==> config.mk <==
export PLATFORM = sky130hd
export DESIGN_NAME = conv_encoder_framer
export DESIGN_NICKNAME = d
export VERILOG_FILES = /design/src/rtl/conv_encoder_framer.sv
export SDC_FILE = /design/constraint.sdc
export NUM_CORES = 1
export LEC_CHECK = 0
export BUFFER_PORTS_ARGS = -buffer_cell sky130_fd_sc_hd__buf_2
export CORE_ASPECT_RATIO = 1.25
export CORE_MARGIN = 4
export CORE_UTILIZATION = 55
export CTS_BUF_LIST = sky130_fd_sc_hd__clkbuf_8
export DETAILED_ROUTE_END_ITERATION = 16
export PLACE_DENSITY_LB_ADDON = 0.05
export SLEW_MARGIN = 25
export SYNTH_ARGS = -nofsm -noshare
export SYNTH_HDL_FRONTEND = slang
export SYNTH_SLANG_ARGS = --single-unit
==> constraint.sdc <==
create_clock -name clk -period 2.5 [get_ports clk]
set_input_delay 0 -clock clk [delete_from_list [all_inputs] [get_ports clk]]
set_output_delay 0 -clock clk [all_outputs]
set_load 0.1 [all_outputs]
==> src/rtl/conv_encoder_framer.sv <==
// conv_encoder_framer
//   Frames a stream of information bits and convolutionally encodes it
//   (rate 1/2, constraint length 4, 8 states). Each frame is FRAME_LEN data
//   symbols followed by 3 zero-tail symbols that flush the encoder to 000.
//   The symbol stream never stalls: a DATA cycle without bit_valid encodes a
//   zero bit and raises the sticky underflow flag.
//
//   Optional build macro ERR_INJECT_EN: when defined, c0 of every
//   err_period-th valid symbol of a frame is inverted (1-based, restarting
//   each frame, err_period = 0 disables). When undefined, err_period is
//   accepted but ignored and no injection logic exists.
//
// Parameters
//   FRAME_LEN   information bits per frame, 1..65535
// Ports
//   clk         rising-edge clock
//   rst         asynchronous, active-low reset
//   start       one-cycle pulse starting a frame (honoured only in IDLE)
//   bit_in      information bit
//   bit_valid   bit_in is valid
//   bit_ready   high in DATA; bit taken when bit_valid & bit_ready
//   err_period  symbol-error interval (ERR_INJECT_EN builds only)
//   sym_out     encoded symbol {c1,c0}, 00 when sym_valid is low
//   sym_valid   sym_out carries a frame symbol
//   dec_enable  decoder enable, identical to sym_valid
//   underflow   sticky: a zero bit was substituted for missing input
//   frame_done  one-cycle pulse after the final tail symbol
module conv_encoder_framer #(
    parameter int unsigned FRAME_LEN = 1024
) (
    input  logic       clk,
    input  logic       rst,
    input  logic       start,
    input  logic       bit_in,
    input  logic       bit_valid,
    output logic       bit_ready,
    input  logic [7:0] err_period,
    output logic [1:0] sym_out,
    output logic       sym_valid,
    output logic       dec_enable,
    output logic       underflow,
    output logic       frame_done
);

    typedef enum logic [1:0] {
        IDLE,
        DATA,
        TAIL,
        DONE
    } state_t;

    localparam logic [15:0] LAST_BIT  = 16'(FRAME_LEN - 1);
    localparam logic [15:0] LAST_TAIL = 16'd2;

    state_t      state;
    logic [2:0]  sr;        // encoder shift register, sr[0] newest
    logic [15:0] bit_cnt;   // data bits in DATA, tail bits in TAIL

    logic encoding;
    logic enc_bit;
    logic c1;
    logic c0;
    logic inject;
    logic start_ok;

    // The cycle frame_done is high is still IDLE, yet a start there must be
    // dropped, so acceptance is gated by frame_done as well as the state.
    assign start_ok = start && (state == IDLE) && !frame_done;

    always_comb begin
        encoding = (state == DATA) || (state == TAIL);
        enc_bit  = (state == DATA) ? (bit_valid & bit_in) : 1'b0;
        c1       = enc_bit ^ sr[0] ^ sr[1] ^ sr[2];
        c0       = enc_bit ^ sr[1] ^ sr[2];
    end

`ifdef ERR_INJECT_EN
    logic [7:0] err_cnt;    // valid symbols since last injection

    assign inject = encoding && (err_period != 8'd0) &&
                    ((err_cnt + 8'd1) == err_period);

    always_ff @(posedge clk or negedge rst) begin
        if (!rst) begin
            err_cnt <= '0;
        end else if (start_ok) begin
            err_cnt <= '0;
        end else if (encoding) begin
            err_cnt <= inject ? 8'd0 : err_cnt + 8'd1;
        end
    end
`else
    logic unused_err_period;

    assign inject            = 1'b0;
    assign unused_err_period = ^err_period;
`endif

    always_ff @(posedge clk or negedge rst) begin
        if (!rst) begin
            state      <= IDLE;
            sr         <= '0;
            bit_cnt    <= '0;
            bit_ready  <= 1'b0;
            sym_out    <= '0;
            sym_valid  <= 1'b0;
            dec_enable <= 1'b0;
            underflow  <= 1'b0;
            frame_done <= 1'b0;
        end else begin
            frame_done <= 1'b0;
            sym_valid  <= encoding;
            dec_enable <= encoding;
            sym_out    <= encoding ? {c1, c0 ^ inject} : 2'b00;
            if (encoding) begin
                sr <= {sr[1:0], enc_bit};
            end

            case (state)
                IDLE: begin
                    if (start_ok) begin
                        state     <= DATA;
                        sr        <= '0;
                        bit_cnt   <= '0;
                        underflow <= 1'b0;
                        bit_ready <= 1'b1;
                    end
                end
                DATA: begin
                    if (!bit_valid) begin
                        underflow <= 1'b1;
                    end
                    if (bit_cnt == LAST_BIT) begin
                        state     <= TAIL;
                        bit_cnt   <= '0;
                        bit_ready <= 1'b0;
                    end else begin
                        bit_cnt <= bit_cnt + 16'd1;
                    end
                end
                TAIL: begin
                    if (bit_cnt == LAST_TAIL) begin
                        state   <= DONE;
                        bit_cnt <= '0;
                    end else begin
                        bit_cnt <= bit_cnt + 16'd1;
                    end
                end
                DONE: begin
                    // last tail symbol is on sym_out during this cycle
                    state      <= IDLE;
                    frame_done <= 1'b1;
                end
                default: begin
                    state <= IDLE;
                end
            endcase
        end
    end

endmodule

; ---- Yosys cells after proc, flatten, opt, wreduce, memory -nomap -nowiden
; Cells that the tools add are included.
[classes]
add_sub_neg = 1
eq_ne = 9
n_mux = 20
bitwise = 6
n_reduce_logical = 11
[ops]
columns = cell, n
row1 = 16-bit two-way mux, 3
row2 = 16-bit one-hot mux with 3 select lines, 1
row3 = "16-bit by 1-bit adder with 16-bit output, second input constant", 1
row4 = "16-bit by 10-bit equality test with 1-bit output, second input constant", 1
row5 = "16-bit by 2-bit equality test with 1-bit output, second input constant", 1
row6 = 3-bit two-way mux, 3
row7 = 3-bit AND reduction, 3
row8 = 2-bit two-way mux, 4
row9 = 2-bit one-hot mux with 4 select lines, 1
row10 = 1-bit two-way mux, 6
row11 = 1-bit bitwise XOR, 5
row12 = "2-bit equality test, second input constant", 2
row13 = "2-bit by 1-bit != test with 1-bit output, second input constant", 2
row14 = "2-bit != test, second input constant", 2
row15 = 1-bit one-hot mux with 2 select lines, 2
row16 = 3-bit nonzero test, 1
row17 = "2-bit by 1-bit equality test with 1-bit output, second input constant", 1
row18 = 1-bit logical AND, 2
row19 = 2-bit logical NOT, 1
row20 = 2-bit AND reduction, 1
row21 = 2-bit nonzero test, 1
row22 = 1-bit bitwise AND, 1
row23 = 1-bit logical NOT, 1
row24 = 1-bit logical OR, 1
[word_totals]
register_bits = 27
in_bits = 13
out_inout_bits = 7
elab_cells = 55

; ---- Logic depth before layout (Yosys ltp)
; Gate-level depths: netlist of run 1.
[depth]
word_depth = 6
depth_mapped = 8
depth_no_buf = 7

; ---- Worst setup path before layout of run 1
; OpenSTA, ideal clock, no wires.
[synth_path]
path_kind = register to register
from = register frame_done
to = register bit_cnt[1]
setup_time_ns = 0.133
t_arrival_ns = 1.995
path_slack_ns = 0.372
stages_incl_launch_ff = 7
synth_period_minus_slack_ns = 2.128
cell_sequence = dfrtp_1 -> nand2b_1 -> buf_2 -> a21o_1 -> clkbuf_1 -> clkbuf_1 -> o31ai_1
[synth_via]
elab_chain_len = 4
[synth_lines]
columns = element, line_no
row1 = "start, declared", 42  ; output logic frame_done
row2 = "start signal, assigned", 109  ; frame_done <= 1'b0;
row3 = "start signal, assigned", 111  ; frame_done <= 1'b0;
row4 = "start signal, assigned", 152  ; frame_done <= 1'b1;
row5 = 1-bit logical NOT, 68  ; assign start_ok = start && (state == IDLE) && !frame_done;
row6 = 1-bit logical AND, 68
row7 = 2-bit != test (no line), n/a
row8 = 2-bit AND reduction (no line), n/a
row9 = "end signal, assigned", 138  ; bit_cnt <= bit_cnt + 16'd1;
row10 = "end signal, assigned", 146  ; bit_cnt <= bit_cnt + 16'd1;
row11 = "end, declared", 57  ; logic [15:0] bit_cnt;
; No other way between the ends.
; A chain may end at the register's enable or synchronous reset.

; ---- Worst setup path in the final report of run 1
[layout_path]
from = register bit_cnt[0]
to = register bit_cnt[7]
[layout_via]
elab_chain_len = 3
[layout_lines]
columns = element, line_no
row1 = 16-bit by 1-bit adder with 16-bit output (tied with other cells), "138, 146"
row2 = "16-bit two-way mux, on equally long branches", "142, 133"
row3 = 16-bit one-hot mux with 3 select lines *, 119  ; case (state)
; Mark *: on every way between the ends. The rest lies on a longest branch, timed or not.

==> reports/metrics.yaml, run 1 <==
wl_mm: 3.60
crit_arrival_ps: 2290
p_leak_nw: 0.769
cts_tree: "done"
fp-row-count: 22
yosysSeqAreaShare: 0.406
timing.fmax_ghz: 0.464
holdCritPathClass: "primary input to register"
layout_common_cells: "dfrtp_1 (27), nand2_1 (23), o2111ai_1 (18), nand3_1 (14), buf_2 (11)"
clk_path_buf_depth: 2
post_cts_buffers: 0
peakVddDrop_uv: 1050
ys_async_sr_fraction: 1.00
powerDensity_nw_per_um2: 1140
final_util: 0.602
hold_viol: 0
status: "finished clean"
cts_resized: 0
critPathCaptureType: "register"
drv_cap: 0
hpwl_mm: 2.54
clk_pin_slew_ps: 100
power.total_mw: 2.00
grt_pass1_vias: 1349
io_buffers: 11
htreeDepth: 1
drc: 0
nets: 198
final_cell_area_um2: 1760
final_antenna_net_count: 0
place.gp.congestion: 0.830
grt_use_total: 0.190
period_needed_ps: 2150
drive_above_1_share: 0.152
post_layout_nonfiller_instances: 214
pre_cts_slack_ps: 400
synth_cells: 173
ys_seq_elements: 27
wl_per_cell_um: 16.8
finalSetupViolCount: 0
hold_buffers: 1
critPathMaxFanout: 22
die-area_um2: 3980
synth.distinct_cells: 44
overflow: 0
final.setup.tns_ps: 0
insertion_delay_ps: 280
layout_commonest_cell: "dfrtp_1"
antenna_cells: 0
synthesis.area_um2: 1660
post-route-period-util: 0.862
first_iter_violations: 38
grt_pass1_wl_mm: 6.13
antenna_found_initial: 0
fp.dieW_um: 57.2
coreArea_um2: 2920
grt_max_degree: 28
crit_type: "register to register"
place_inst: 209
first_pass_iters: 4
rsz0062_at_grt: "false"
ioPinCount: 20
die_h_um: 69.5
cts_sinks: 27
relSlewSlack: 0.596
vias: 1386
via_per_inst: 6.48
synth_warnings: 0
place_area_um2: 1700
finalMaxSlewViolations: 0
fin_ws_ps: 346
syn_nets: 192
synth_ff_type: "dfrtp_1"
skew_ps: 9.42
worstPathRequired_ps: 2640
root_buffer: "clkbuf_8"
start_util: 0.570
whs_ps: 3.87
area_growth_pct: 5.49
start_kind: "register"
synth_edf_count: 0
numCtsBuffers: 3
tightestPinTransition_ps: 606
syn_area_per_cell_um2: 9.62
## power by group
part	leakage, nW	internal, mW	switching [mW]	total (mW)
registers	0.362	0.515	0.0601	0.575
clock network	0.0255	0.112	0.139	0.251
logic	0.382	0.312	0.865	1.18
## path summary, 6_finish.rpt
path                       cells after the start  slack (ps)         end       start
setup / recovery                               7         350  bit_cnt[7]  bit_cnt[0]
hold / removal                                 3           4       sr[0]      bit_in
setup reg to reg                               7         350  bit_cnt[7]  bit_cnt[0]
hold reg to reg                                1         550    state[1]    state[1]
max in group asynchronous                      2        1830  bit_cnt[1]         rst
min in group asynchronous                      2         280  bit_cnt[0]         rst
## Yosys cell counts, types with 3 or more instances
cell type  count  area (µm²)
clkbuf_1       7        26.3
nand3_1       14        70.1
o311ai_1       6        52.6
nand2_1       23        86.3
nor3_1         3        15.0
a21oi_1        4        20.0
o2111ai_1     18         158
and3_1         3        18.8
ha_1           6        75.1
xnor2_1        3        26.3
inv_1          6        22.5
nand4_1        5        31.3
mux2i_1        3        30.0
dfrtp_1       27         676
nor2_1         8        30.0
## cell type report
class	instances	area, µm²
clock inverters	1	5.00
well taps	36	45.0
clock buffers	3	41.3
fillers	261	1160
flip-flops and latches	27	676
repair buffers	15	87.6
inverters	6	22.5
multi-input cells	126	878
## layer usage
layer,vias to the layer above,global-route usage,share of wire
met3,5,0.0242,0.030
met2,23,0.349,0.52
met5,-,0,0
li1,666,-,-
met4,0,0.0515,0.011
met1,692,0.227,0.44
## logic make-up (layout without fill, tap and decap cells)
kind of cell / after synthesis / in the layout / synth area share
muxes: 4 / 4 / 0.0248
and+or+nand+nor: 71 / 71 / 0.226
xor gates and xnor gates: 3 / 3 / 0.0158
adders and majority gates: 6 / 6 / 0.0451
AOI/OAI and AO/OA: 42 / 42 / 0.217
DFF: 27 / 27 / 0.406
buffers and inverters: 20 / 25 / 0.0662
## critical path, stage by stage (launching register included)
cell      delay, ps
dfrtp_1         440
inv_1            80
ha_1            130
nor4b_1         270
nand3_1         140
o21a_2          380
o211ai_2        400
o311ai_1        170
## sequential cells by signal, indices dropped and copies added, names as in the netlist
signal	count
sr	3
sym_out	2
dec_enable	1
state	2
underflow	1
bit_ready	1
bit_cnt	16
frame_done	1
No activity file was read; power rests on OpenSTA's default activity.
==> inputs of run 2 (changes only) <==
Settings changed: PLACE_DENSITY from default to 0.87, PLACE_DENSITY_LB_ADDON 0.05 to default.
==> reports/metrics.yaml, run 2 (synthesized netlist as in run 1, its figures left out) <==
status: "finished clean"  # unchanged
critPathMaxFanout: 22  # unchanged
power.switching_mw: 1.06  # about the same
reg_top3: "bit_cnt x16, sr x3"  # unchanged
cp-startpoint: "bit_cnt[0]"  # unchanged
nets: 198  # unchanged
final.setup.tns_ps: 0  # unchanged
min_from: "bit_in"  # unchanged
htreeDepth: 1  # unchanged
coreArea_um2: 2920  # unchanged
io_buffers: 11  # unchanged
cts_sinks: 27  # unchanged
crit_type: "register to register"  # unchanged
min_to: "sr[0]"  # unchanged
rsz0062_at_grt: "false"  # unchanged
hold_depth: 3  # unchanged
place.gp.congestion: 0.853  # was 0.830
cell_internal_pwr_uw: 938  # was 939 µW
first_pass_iters: 4  # unchanged
worstPathRequired_ps: 2660  # was 2640 ps
finalMaxSlewViolations: 0  # unchanged
skew_ps: 8.39  # was 9.42 ps
grt_pass1_wl_mm: 6.26  # was 6.13 mm
rrSetupSlack_ps: 460  # was 350 ps
final_cell_area_um2: 1750  # was 1760 µm²
timing.fmax_ghz: 0.490  # was 0.464 GHz
start_util: 0.570  # unchanged
cts_tree: "done"  # unchanged
die_h_um: 69.5  # unchanged
place_area_um2: 1700  # unchanged
antenna_found_initial: 0  # unchanged
seq_power_share: 0.289  # was 0.287
period_needed_ps: 2040  # was 2150 ps
hpwl_mm: 2.41  # was 2.54 mm
grt_max_degree: 28  # unchanged
numCtsBuffers: 3  # unchanged
peakVddDrop_uv: 1020  # was 1050 µV
hold_viol: 0  # unchanged
p_clk_frac: 0.123  # was 0.125
final_util: 0.601  # was 0.602
grt_pass1_vias: 1418  # was 1349
area_growth_pct: 5.41  # was 5.49%
post_layout_nonfiller_instances: 214  # unchanged
layout_commonest_cell: "dfrtp_1"  # unchanged
fp-row-count: 22  # unchanged
swShare: 0.530  # was 0.531
die-area_um2: 3980  # unchanged
vias: 1376  # was 1386
clk_pin_slew_ps: 100  # about the same
place_inst: 209  # unchanged
insertion_delay_ps: 270  # was 280 ps
wl_mm: 3.56  # was 3.60 mm
clk_path_buf_depth: 2  # unchanged
drc: 0  # unchanged
fp.dieW_um: 57.2  # unchanged
post_cts_buffers: 0  # unchanged
grt_use_total: 0.191  # was 0.190
regMostFlops: "bit_cnt"  # unchanged
wl_per_cell_um: 16.6  # was 16.8 µm
critPathCaptureType: "register"  # unchanged
p_leak_nw: 0.771  # was 0.769 nW
r2r_cells: 7  # unchanged
drive_above_1_share: 0.146  # was 0.152
root_buffer: "clkbuf_8"  # unchanged
p_comb_frac: 0.588  # about the same
final_antenna_net_count: 0  # unchanged
r2r_start: "bit_cnt[0]"  # unchanged
first_iter_violations: 86  # was 38
crit_arrival_ps: 2200  # was 2290 ps
finalSetupViolCount: 0  # unchanged
relSlewSlack: 0.591  # was 0.596
post-route-period-util: 0.817  # was 0.862
layout_common_cells: "dfrtp_1 (27), nand2_1 (23), o2111ai_1 (18), nand3_1 (14), buf_2 (11)"  # unchanged
largest_reg_flops: 16  # unchanged
via_per_inst: 6.43  # was 6.48
overflow: 0  # unchanged
holdCritPathClass: "primary input to register"  # unchanged
antenna_cells: 0  # unchanged
start_kind: "register"  # unchanged
ioPinCount: 20  # unchanged
powerDensity_nw_per_um2: 1140  # about the same
drv_cap: 0  # unchanged
tightestPinTransition_ps: 613  # was 606 ps
reg2reg_to: "state[1]"  # was bit_cnt[7]
==> run 2: cell count changes in the layout (fill, tap and decap cells not counted) <==
cell,change
inv_1,+1
clkinv_2,-1
==> run 2: layout make-up <==
class	count	area [µm²]
flip-flops and latches	27	676
well taps	36	45.0
clock inverters	1	3.75
clock buffers	3	41.3
fillers	244	1160
multi-input cells	126	878
repair buffers	15	87.6
inverters	6	22.5
==> run 2: metrics by stage <==
stage	hold slack, ps	setup WS [ps]	total power, mW
after detailed placement	38.2	494	1.75
after global routing	35.3	293	2.11
final	16.6	457	1.99
after global placement	30.8	505	1.70
after floorplan	-296	372	1.56
after CTS	22.7	455	1.99
==> run 2: worst max-delay path by stage <==
stage	endpoint	slack (ps)	cells after the start
3_5_place_dp	bit_cnt[7]	490	7
4_1_cts	bit_cnt[7]	450	7
3_3_place_gp	state[1]	500	7
5_1_grt	bit_cnt[7]	290	7
2_1_floorplan	bit_cnt[1]	370	6
6_report	state[1]	460	7
==> run 2: layer usage <==
metal	wire [µm]	GRT usage	share of wire	up-vias
met5	0	0	0	-
met1	1500	0.232	0.42	681
li1	-	-	-	666
met4	37	0.0773	0.010	0
met3	95	0.0242	0.027	4
met2	1930	0.333	0.54	25
==> run 2: critical path: stages (launching register included) <==
cell and delay (ps):
dfrtp_1 440, inv_1 80, ha_1 130, nor4b_1 220, nand3_1 110, o21a_2 370, a211oi_4 240, mux2_1 330
==> run 2: power groups by stage <==
stage / logic [mW] / registers (mW) / clock network, mW
after floorplan: 0.788 / 0.772 / 0
final: 1.17 / 0.577 / 0.245
after global placement: 1.12 / 0.576 / 0
after detailed placement: 1.16 / 0.586 / 0
after global routing: 1.25 / 0.587 / 0.270
after CTS: 1.17 / 0.577 / 0.246
==> run 2: timing repair <==
action	4_1_cts	5_1_grt
hold buffers	1	0
endpoints found under the setup margin	0	0
gates resized for setup	0	0
endpoints found under the hold margin	27	0
==> inputs of run 3 (changes only) <==
Clock period 2.5 ns to 1.9 ns, I/O delays scaled along.
==> reports/metrics.yaml, run 3 (synthesized netlist as in run 1, its figures left out) <==
final_antenna_net_count: 0  # unchanged
fp.dieW_um: 57.2  # unchanged
fin_ws_ps: 8.28  # was 457 ps
seq_power_share: 0.258  # was 0.289
crit_arrival_ps: 2050  # was 2200 ps
wl_per_cell_um: 18.0  # was 16.6 µm
p_leak_nw: 0.856  # was 0.771 nW
holdCritPathClass: "primary input to register"  # unchanged
critPathMaxFanout: 5  # was 22
drive_above_1_share: 0.277  # was 0.146
tightestPinTransition_ps: 595  # was 613 ps
swShare: 0.529  # was 0.530
rsz0062_at_grt: "true"  # was false
fp-row-count: 22  # unchanged
period_needed_ps: 1890  # was 2040 ps
place.gp.congestion: 0.896  # was 0.853
drc: 0  # unchanged
layout_common_cells: "dfrtp_1 (26), nand2_1 (23), buf_4 (14), nand3_1 (12)"  # was dfrtp_1 (27), nand2_1 (23), o2111ai_1 (18), nand3_1 (14), buf_2 (11)
powerDensity_nw_per_um2: 1480  # was 1140 nW/µm²
cell_internal_pwr_mw: 1.39  # was 938 µW
finalSetupViolCount: 0  # unchanged
start_kind: "register"  # unchanged
power.total_mw: 2.95  # was 1.99 mW
path_cells: "ha_2 > and3_4 > nand3_4 > o21a_4 > a211oi_4 > mux2_4"  # was inv_1 > ha_1 > nor4b_1 > nand3_1 > o21a_2 > a211oi_4 > mux2_1
grt_pass1_wl_mm: 6.69  # was 6.26 mm
hold_viol: 0  # unchanged
timing.fmax_ghz: 0.529  # was 0.490 GHz
cts_sinks: 27  # unchanged
die-area_um2: 3980  # unchanged
numCtsBuffers: 3  # unchanged
hpwl_mm: 2.64  # was 2.41 mm
pre_cts_slack_ps: -31.1  # was 494 ps
drv_cap: 0  # unchanged
nets: 211  # was 198
overflow: 0  # unchanged
area_growth_pct: 19.6  # was 5.41%
peakVddDrop_uv: 1800  # was 1020 µV
cpPeakStageDelay_ps: 440  # about the same
wl_mm: 4.09  # was 3.56 mm
power.switching_mw: 1.56  # was 1.06 mW
grt_use_total: 0.207  # was 0.191
regMostFlops: "bit_cnt"  # unchanged
ioPinCount: 20  # unchanged
cp_num_buf_inv: 0  # was 1
critPathCaptureType: "register"  # unchanged
cts_tree: "done"  # unchanged
skew_ps: 3.42  # was 8.39 ps
clk_pin_slew_ps: 90  # was 100 ps
antenna_found_initial: 0  # unchanged
p_clk_frac: 0.108  # was 0.123
worst_path_max_delay_cell: "dfrtp_1"  # unchanged
layout_commonest_cell: "dfrtp_1"  # unchanged
vias: 1506  # was 1376
via_per_inst: 6.63  # was 6.43
first_pass_iters: 4  # unchanged
post-route-period-util: 0.996  # was 0.817
grt_max_degree: 28  # unchanged
antenna_cells: 0  # unchanged
final.setup.tns_ps: 0  # unchanged
start_util: 0.570  # unchanged
worstPathRequired_ps: 2060  # was 2660 ps
clk_path_buf_depth: 2  # unchanged
htreeDepth: 1  # unchanged
reg_top3: "bit_cnt x16, sr x3"  # unchanged
relSlewSlack: 0.604  # was 0.591
coreArea_um2: 2920  # unchanged
crit_type: "register to register"  # unchanged
n_fill_cell: 214  # was 244
first_iter_violations: 67  # was 86
path_delay_family: "compound AO/OA/AOI/OAI gates"  # unchanged
root_buffer: "clkbuf_8"  # unchanged
finalMaxSlewViolations: 0  # unchanged
grt_pass1_vias: 1486  # was 1418
io_buffers: 11  # unchanged
die_h_um: 69.5  # unchanged
insertion_delay_ps: 270  # about the same
status: "finished clean"  # unchanged
p_comb_frac: 0.633  # was 0.588
largest_reg_flops: 16  # unchanged
run 3: path summary, 6_finish.rpt:
path	start	end	slack (ps)	depth (start not counted)
worst max register to register	bit_cnt[1]	state[1]	8	6
worst max-delay path	bit_cnt[1]	state[1]	8	6
worst min register to register	bit_ready	bit_ready	550	1
min in group asynchronous	rst	dec_enable	270	2
worst min-delay path	bit_in	sr[0]	10	3
max in group asynchronous	rst	frame_done	1220	2
run 3: timing repair:
item / 4_1_cts / 5_1_grt
setup buffers: 1 / 1
pin swaps: 1 / 4
resized for setup: 4 / 19
hold endpoints to repair: 27 / 0
hold buffers: 1 / 0
endpoints found under the setup margin: 12 / 17
run 3: worst register-to-register path: stages (launching register included):
cell	delay, ps
dfrtp_1	440
ha_2	220
and3_4	210
nand3_4	90
o21a_4	250
a211oi_4	250
mux2_4	320
run 3: final cells by class:
class,count,area [µm²],area share
clock buffer,3,41.3,0.0207
clock inverter,1,3.75,0.00189
multi-input combinational,126,1000,0.502
tap,36,45.0,0.0226
timing repair buffer,28,201,0.101
sequential,27,677,0.340
inverter,6,22.5,0.0113
run 3: power groups by stage:
stage	Clock [mW]	Combinational, mW	Sequential, mW
final	0.320	1.87	0.762
after global routing	0.344	1.96	0.778
after CTS	0.326	1.64	0.759
after detailed placement	0	1.62	0.769
after global placement	0	1.55	0.756
after floorplan	0	1.04	1.02
run 3: metal layers:
layer	GRT usage	wire, µm	vias up
met1	0.263	1710	744
met5	0	0	-
met3	0.0186	180	16
met2	0.349	2060	53
met4	0.0954	136	0
li1	-	-	693
run 3: metrics by stage:
| stage | instances | util | instance area, µm² | hold slack [ps] |
|---|---|---|---|---|
| finish | 227 | 0.682 | 1990 | 11.1 |
| global route | 227 | 0.682 | 1990 | 49.9 |
| CTS | 226 | 0.638 | 1860 | 16.0 |
| detailed placement | 220 | 0.611 | 1780 | 40.6 |
| global placement | 220 | 0.611 | 1780 | 33.9 |
| floorplan | 173 | - | 1670 | -296 |
